[src/rtl/key_collect_pkg.sv]
// Shared game constants: stage codes, object ROM, key/door slots, FSM states.
// Used by key_collect, obj_rom and the renderer.
package key_collect_pkg;

    localparam int COORD_W = 9;

    typedef enum logic [2:0] {
        ST_TITLE,
        ST_STAGE1,
        ST_SUCCESS1,
        ST_STAGE2,
        ST_SUCCESS2,
        ST_STAGE3,
        ST_SUCCESS3,
        ST_FAIL
    } game_stage_e;

    localparam logic [1:0] KEY0 = 2'd0;
    localparam logic [1:0] KEY1 = 2'd1;
    localparam logic [1:0] KEY2 = 2'd2;
    localparam logic [1:0] DOOR = 2'd3;

    typedef struct packed {
        logic [COORD_W-1:0] x;
        logic [COORD_W-1:0] y;
    } obj_t;

    // Row 0 is the idle stage code and reads as all zeros.
    localparam obj_t OBJ_ROM [4][4] = '{
        '{'{9'd0,   9'd0},   '{9'd0,   9'd0},
          '{9'd0,   9'd0},   '{9'd0,   9'd0}},
        '{'{9'd80,  9'd50},  '{9'd200, 9'd90},
          '{9'd150, 9'd200}, '{9'd250, 9'd125}},
        '{'{9'd100, 9'd160}, '{9'd230, 9'd60},
          '{9'd70,  9'd220}, '{9'd250, 9'd125}},
        '{'{9'd180, 9'd210}, '{9'd90,  9'd80},
          '{9'd240, 9'd180}, '{9'd60,  9'd125}}
    };

    typedef enum logic [2:0] {
        KC_IDLE,
        KC_LOAD,
        KC_SEEK_KEY,
        KC_SEEK_DOOR,
        KC_DONE
    } kc_state_e;

    function automatic logic [1:0] key_slot(
        input logic [1:0] idx,
        input logic [1:0] rot
    );
        logic [2:0] sum;
        if (idx == DOOR) return DOOR;
        sum = {1'b0, idx} + {1'b0, rot};
        if (sum >= 3'd3) sum = sum - 3'd3;
        return sum[1:0];
    endfunction

endpackage

[src/rtl/key_collect_if.sv]
// Game-play side bundle: player position and stage control in,
// target object, key count and pass pulse out.
interface key_collect_if;

    logic                                 stage_active;
    logic [1:0]                           stage_sel;
    logic                                 tick;
    logic [key_collect_pkg::COORD_W-1:0]  player_x;
    logic [key_collect_pkg::COORD_W-1:0]  player_y;
    logic [key_collect_pkg::COORD_W-1:0]  obj_x;
    logic [key_collect_pkg::COORD_W-1:0]  obj_y;
    logic                                 obj_valid;
    logic [1:0]                           key_find;
    logic                                 pass;

    modport master (
        output stage_active, stage_sel, tick, player_x, player_y,
        input  obj_x, obj_y, obj_valid, key_find, pass
    );

    modport slave (
        input  stage_active, stage_sel, tick, player_x, player_y,
        output obj_x, obj_y, obj_valid, key_find, pass
    );

endinterface

[src/rtl/key_collect_obj_rom.sv]
// Combinational object coordinate lookup by (stage, slot).
module obj_rom
    import key_collect_pkg::*;
(
    input  logic [1:0]         i_stage,
    input  logic [1:0]         i_idx,
    output logic [COORD_W-1:0] o_x,
    output logic [COORD_W-1:0] o_y
);

    obj_t w_ent;

    assign w_ent = OBJ_ROM[i_stage][i_idx];
    assign o_x   = w_ent.x;
    assign o_y   = w_ent.y;

endmodule

[src/rtl/key_collect.sv]
// Key/door tracker for one stage; emits a single-cycle pass on door reach.
// Optional KEY_SHUFFLE_EN rotates the key order from an 8-bit LFSR.
module key_collect
    import key_collect_pkg::*;
#(
    parameter int HIT_R      = 5,
    parameter int HOLD_TICKS = 3
) (
    input  logic          clk,
    input  logic          rst,
    key_collect_if.slave  bus
);

    localparam logic [COORD_W:0] HIT_LIM   = (COORD_W+1)'(HIT_R);
    localparam logic [3:0]       HOLD_LAST = 4'(HOLD_TICKS - 1);

    kc_state_e          r_state;
    kc_state_e          w_state_nxt;
    logic [1:0]         r_stage_q;
    logic [1:0]         r_idx;
    logic [3:0]         r_hold;
    logic               r_hit;
    logic [COORD_W-1:0] r_obj_x;
    logic [COORD_W-1:0] r_obj_y;
    logic               r_valid;
    logic [1:0]         r_kf;
    logic               r_pass;

    logic               w_abort;
    logic               w_start;
    logic               w_tk;
    logic               w_accept;
    logic [1:0]         w_rom_idx;
    logic [COORD_W-1:0] w_rom_x;
    logic [COORD_W-1:0] w_rom_y;

    // One extra bit keeps the absolute difference free of wrap.
    logic [COORD_W:0]   w_px;
    logic [COORD_W:0]   w_py;
    logic [COORD_W:0]   w_ox;
    logic [COORD_W:0]   w_oy;
    logic [COORD_W:0]   w_dx;
    logic [COORD_W:0]   w_dy;
    logic               w_hit;

    assign w_px  = {1'b0, bus.player_x};
    assign w_py  = {1'b0, bus.player_y};
    assign w_ox  = {1'b0, r_obj_x};
    assign w_oy  = {1'b0, r_obj_y};
    assign w_dx  = (w_px >= w_ox) ? (w_px - w_ox) : (w_ox - w_px);
    assign w_dy  = (w_py >= w_oy) ? (w_py - w_oy) : (w_oy - w_py);
    assign w_hit = (w_dx < HIT_LIM) && (w_dy < HIT_LIM);

`ifdef KEY_SHUFFLE_EN
    logic [7:0] r_lfsr;
    logic [1:0] r_rot;
    logic       w_fb;
    logic [7:0] w_mod;

    assign w_fb  = r_lfsr[7] ^ r_lfsr[5] ^ r_lfsr[4] ^ r_lfsr[3];
    assign w_mod = r_lfsr % 8'd3;

    always_ff @(posedge clk) begin
        if (rst) begin
            r_lfsr <= 8'hA5;
            r_rot  <= 2'd0;
        end else begin
            r_lfsr <= {r_lfsr[6:0], w_fb};
            if (w_start) r_rot <= w_mod[1:0];
        end
    end

    assign w_rom_idx = key_slot(r_idx, r_rot);
`else
    assign w_rom_idx = r_idx;
`endif

    obj_rom u_rom (
        .i_stage (r_stage_q),
        .i_idx   (w_rom_idx),
        .o_x     (w_rom_x),
        .o_y     (w_rom_y)
    );

    always_ff @(posedge clk) begin
        if (rst) r_state <= KC_IDLE;
        else     r_state <= w_state_nxt;
    end

    always_comb begin
        w_state_nxt = r_state;
        w_abort     = (r_state != KC_IDLE) &&
                      (!bus.stage_active || bus.stage_sel != r_stage_q);
        w_start     = (r_state == KC_IDLE) && bus.stage_active &&
                      (bus.stage_sel != 2'd0);
        w_tk        = bus.tick && ((r_state == KC_SEEK_KEY) ||
                                   (r_state == KC_SEEK_DOOR));
        // Abort outranks a same-cycle accept.
        w_accept    = w_tk && r_hit && (r_hold == HOLD_LAST) && !w_abort;
        if (w_abort) begin
            w_state_nxt = KC_IDLE;
        end else begin
            unique case (r_state)
                KC_IDLE:      if (w_start) w_state_nxt = KC_LOAD;
                KC_LOAD:      w_state_nxt = (r_idx == DOOR) ? KC_SEEK_DOOR
                                                            : KC_SEEK_KEY;
                KC_SEEK_KEY:  if (w_accept) w_state_nxt = KC_LOAD;
                KC_SEEK_DOOR: if (w_accept) w_state_nxt = KC_DONE;
                KC_DONE:      w_state_nxt = KC_DONE;
                default:      w_state_nxt = KC_IDLE;
            endcase
        end
    end

    always_ff @(posedge clk) begin
        if (rst) begin
            r_stage_q <= 2'd0;
            r_idx     <= 2'd0;
            r_hold    <= 4'd0;
            r_hit     <= 1'b0;
            r_obj_x   <= '0;
            r_obj_y   <= '0;
            r_valid   <= 1'b0;
            r_kf      <= 2'd0;
            r_pass    <= 1'b0;
        end else begin
            r_hit  <= w_hit;
            r_pass <= 1'b0;
            if (w_abort) begin
                r_kf    <= 2'd0;
                r_idx   <= 2'd0;
                r_hold  <= 4'd0;
                r_valid <= 1'b0;
            end else begin
                unique case (r_state)
                    KC_IDLE: begin
                        r_stage_q <= bus.stage_sel;
                        r_idx     <= 2'd0;
                        r_kf      <= 2'd0;
                        r_hold    <= 4'd0;
                        r_valid   <= 1'b0;
                    end
                    KC_LOAD: begin
                        r_obj_x <= w_rom_x;
                        r_obj_y <= w_rom_y;
                        r_valid <= 1'b1;
                        r_hold  <= 4'd0;
                    end
                    KC_SEEK_KEY, KC_SEEK_DOOR: begin
                        if (w_accept) begin
                            r_hold  <= 4'd0;
                            r_valid <= 1'b0;
                            if (r_state == KC_SEEK_DOOR) begin
                                r_pass <= 1'b1;
                            end else begin
                                if (r_kf != 2'd3)  r_kf  <= r_kf + 2'd1;
                                if (r_idx != DOOR) r_idx <= r_idx + 2'd1;
                            end
                        end else if (w_tk) begin
                            if (!r_hit)              r_hold <= 4'd0;
                            else if (r_hold != 4'hF) r_hold <= r_hold + 4'd1;
                        end
                    end
                    KC_DONE: r_valid <= 1'b0;
                    default: r_valid <= 1'b0;
                endcase
            end
        end
    end

    assign bus.obj_x     = r_obj_x;
    assign bus.obj_y     = r_obj_y;
    assign bus.obj_valid = r_valid;
    assign bus.key_find  = r_kf;
    assign bus.pass      = r_pass;

endmodule

[src/flat_wrapper.sv]
// flat-port wrapper written by rule: the top's interface ports become plain ports
module key_collect_flat import key_collect_pkg::*;
#(
    parameter int HIT_R      = 5,
    parameter int HOLD_TICKS = 3
)
  (clk, rst, bus_stage_active, bus_stage_sel, bus_tick, bus_player_x, bus_player_y, bus_obj_x, bus_obj_y, bus_obj_valid, bus_key_find, bus_pass);
  key_collect_if bus_i ();
  input  logic clk;
  input  logic rst;
  input wire logic [$bits(bus_i.stage_active)-1:0] bus_stage_active;
  input wire logic [$bits(bus_i.stage_sel)-1:0] bus_stage_sel;
  input wire logic [$bits(bus_i.tick)-1:0] bus_tick;
  input wire logic [$bits(bus_i.player_x)-1:0] bus_player_x;
  input wire logic [$bits(bus_i.player_y)-1:0] bus_player_y;
  output wire logic [$bits(bus_i.obj_x)-1:0] bus_obj_x;
  output wire logic [$bits(bus_i.obj_y)-1:0] bus_obj_y;
  output wire logic [$bits(bus_i.obj_valid)-1:0] bus_obj_valid;
  output wire logic [$bits(bus_i.key_find)-1:0] bus_key_find;
  output wire logic [$bits(bus_i.pass)-1:0] bus_pass;
  assign bus_i.stage_active = bus_stage_active;
  assign bus_i.stage_sel = bus_stage_sel;
  assign bus_i.tick = bus_tick;
  assign bus_i.player_x = bus_player_x;
  assign bus_i.player_y = bus_player_y;
  assign bus_obj_x = bus_i.obj_x;
  assign bus_obj_y = bus_i.obj_y;
  assign bus_obj_valid = bus_i.obj_valid;
  assign bus_key_find = bus_i.key_find;
  assign bus_pass = bus_i.pass;
  key_collect #(.HIT_R(HIT_R), .HOLD_TICKS(HOLD_TICKS)) u_core (.clk(clk), .rst(rst), .bus(bus_i));
endmodule
[config.mk]
export PLATFORM = sky130hd
export DESIGN_NAME = key_collect_flat
export DESIGN_NICKNAME = d
export VERILOG_FILES = /design/src/rtl/key_collect_pkg.sv /design/src/rtl/key_collect_if.sv /design/src/rtl/key_collect_obj_rom.sv /design/src/rtl/key_collect.sv /design/src/flat_wrapper.sv
export SDC_FILE = /design/constraint.sdc
export NUM_CORES = 1
export LEC_CHECK = 0
export CORE_ASPECT_RATIO = 1.1
export CORE_MARGIN = 10
export CORE_UTILIZATION = 55
export CTS_CLUSTER_SIZE = 30
export DETAILED_ROUTE_END_ITERATION = 8
export PLACE_DENSITY_LB_ADDON = 0.08
export SLEW_MARGIN = 20
export SYNTH_ARGS = -nofsm -noshare
export SYNTH_HDL_FRONTEND = slang
export SYNTH_SLANG_ARGS = --single-unit
export TNS_END_PERCENT = 100
[constraint.sdc]
create_clock -name clk -period 3.5 [get_ports clk]
set_input_delay 1.05 -clock clk [delete_from_list [all_inputs] [get_ports clk]]
set_output_delay 1.05 -clock clk [all_outputs]
set_load 0.03 [all_outputs]
==> qor.csv <==
metric,value,unit
run_status,completed,
cts_sinks,31,
fp.dieW,92.42,microns
min_period,3.143,ns
clockRootBuffer,clkbuf_8,
worst_pin_slew,0.8143,ns
nNetsFinal,525,
grt_max_degree,28,
start_util,57.69,%
worstSetupEndpoint,u_core.r_hit,
cts_tree,done,
grt_pass1_vias,2813,
min_path_type,reg -> reg,
detail-route-antenna-nets,0,
io_pins,46,
final_common_cell,inv_1,
cp.arrival,3.32,ns
drt_iter0_drc,157,
drive_gt1_share,5.857,%
hold_violations,0,
synth_edf_count,0,
placed_area,3621,sq um
synth-seq-cells,31,
overflow,0,
synth_ff_type,dfxtp_1,
max-vdd-ir-drop,0.0003030,V
fin_worst_skew,0.008908,ns
clock_latency,0.28,ns
hpwl,6220,microns
min_period_over_period,89.79,%
gp_congestion,0.8841,
maxSlewViolCount,0,
hold_start,u_core.bus.key_find[1],
max-clock-path-buffers,2,
antenna_found_initial,0,
core,5500,sq um
crit_fanout,3,
worstSetupPathType,in -> reg,
grt_pass1_wl,13060,microns
routed_via_density,5.659,
yosysTopAreaCellShare,19.56,%
vias,3033,
powerDensity,264.7,nW/um^2
slew_headroom,45.64,%
worstSetupStartpointType,input pin,
ys_seq_area_share,19.56,%
antenna_cells,0,
synth_cells,430,
wire_per_inst,14.28,microns
cts_resized,0,
drc,0,
fp.dieH,99.66,microns
ys_top_cells_by_area,"dfxtp_1 20%, ha_1 15%, a21oi_1 7.1%, inv_1 5.7%, nor2_1 4.7%",
rsz0062_at_grt,false,
rows,28,
numCtsBuffers,5,
drt-total-wl,7654,microns
synthDistinctLibCells,57,
layout_common_cells,"48 x inv_1, 45 x a21oi_1, 42 x clkdlybuf4s50_1, 40 x nor2_1, 38 x ha_1",
cts-htree-levels,2,
io_buffers,42,
fmax,318.2,MHz
postCtsHoldBufs,0,
clkTransAtPathRegs,0.07,ns
syn_avg_cell_area,7.379,sq um
design_area,3706,sq um
end_kind,flip-flop,
power.leakage,1.482,nW
grt_usage,16.43,%
cts_setup_buffers,0,
reg2reg_depth,8,
synthArstFlopShare,0,%
setup_tns,0,ns
cp-startpoint,bus_player_y[0],
die_area,9211,sq um
yosys_warnings,0,
r2r-end,u_core.r_hit,
syn_area,3173,sq um
reg2reg_setup_slack,1.05,ns
maxCapViolCount,0,
setup_viol,0,
worstPathRequired,3.68,ns
synth_area_leader_cell,dfxtp_1,
area.growth.synth_to_final,16.80,%
r2r-start,u_core.bus.obj_y[1],
drt-pass1-iter-count,5,
## registers in the layout, summed over array words and instances, names as in the netlist
register / count
u_core.r_idx: 2
u_core.r_hold: 4
u_core.r_stage_q: 2
u_core.bus.obj_y: 8
u_core.bus.obj_x: 7
u_core.bus.obj_valid: 1
u_core.r_hit: 1
u_core.bus.pass: 1
u_core.bus.key_find: 2
u_core.r_state: 3
## synth_stat cells, drive strengths merged (6+ instances only)
master	instances
xor2	7
mux2i	9
o211ai	6
nor3	13
a211oi	12
dfxtp	31
nand2	26
o21ai	23
buf	7
inv	48
nand4	7
nor2	40
or3	6
a21oi	45
a21o	13
ha	38
clkbuf	21
## per-layer routing
layer | share of wire (%) | global-route usage [%] | up-vias
met2 | 51 | 28.86 | 74
met1 | 44 | 20.24 | 1385
met3 | 4.3 | 2.180 | 7
li1 | - | - | 1567
met5 | 0 | 0 | -
met4 | 0.59 | 4.869 | 0
## through the flow
stage | power (mW) | util (%) | hold WS [ns] | cells | worst slack [ns]
after floorplan | 0.6254 | - | 0.4649 | 432 | 0.6690
after global placement | 0.7115 | 65.83 | 0.4643 | 528 | 0.1315
after detailed placement | 0.7183 | 65.83 | 0.4642 | 528 | 0.06907
after CTS | 0.9903 | 67.38 | 0.4770 | 536 | 0.3349
after global routing | 1.044 | 67.38 | 0.4951 | 536 | 0.09710
final | 0.9808 | 67.38 | 0.4800 | 536 | 0.3574
## cell type report
cell class / instances / area, sq um
sequential: 31 / 620.6
timing repair buffer: 49 / 473.0
fill: 503 / 1794
multi-input combinational: 325 / 2253
tap: 75 / 93.84
clock buffer: 6 / 72.57
inverter: 48 / 180.2
clock inverter: 2 / 12.51
## critical path: stages
cell,delay (ns)
clkdlybuf4s50_1,0.42
inv_1,0.06
ha_1,0.16
inv_1,0.05
fa_1,0.39
a21o_1,0.19
a21oi_1,0.28
a21oi_1,0.11
o211ai_1,0.19
o2111ai_1,0.13
a221oi_1,0.28
## kinds of logic (layout without fill, tap and decap cells)
kind of cell / count (synthesis) / count (layout) / synth area share [%]
compound gates: 132 / 132 / 26.81
other cells: 1 / 3 / 0.1182
buf+inv: 76 / 105 / 9.661
flops: 31 / 31 / 19.56
mux: 13 / 13 / 4.259
xor+xnor: 11 / 11 / 3.273
fa+ha+maj: 41 / 41 / 16.88
simple gates: 125 / 125 / 19.44
## worst min-delay path by stage
stage | to | slack [ns] | cells after the start
after global routing | u_core.bus.key_find[1] | 0.50 | 2
after detailed placement | u_core.bus.key_find[1] | 0.46 | 2
final | u_core.bus.key_find[1] | 0.48 | 2
after floorplan | u_core.r_hold[1] | 0.46 | 2
after global placement | u_core.bus.key_find[1] | 0.46 | 2
after CTS | u_core.bus.key_find[1] | 0.48 | 2
## report_power, final
part / internal [mW] / total [mW] / switching [mW]
clock network: 0.139 / 0.266 / 0.128
registers: 0.365 / 0.392 / 0.0269
logic: 0.139 / 0.323 / 0.183
Note: power is estimated with default switching activity, not from simulation.
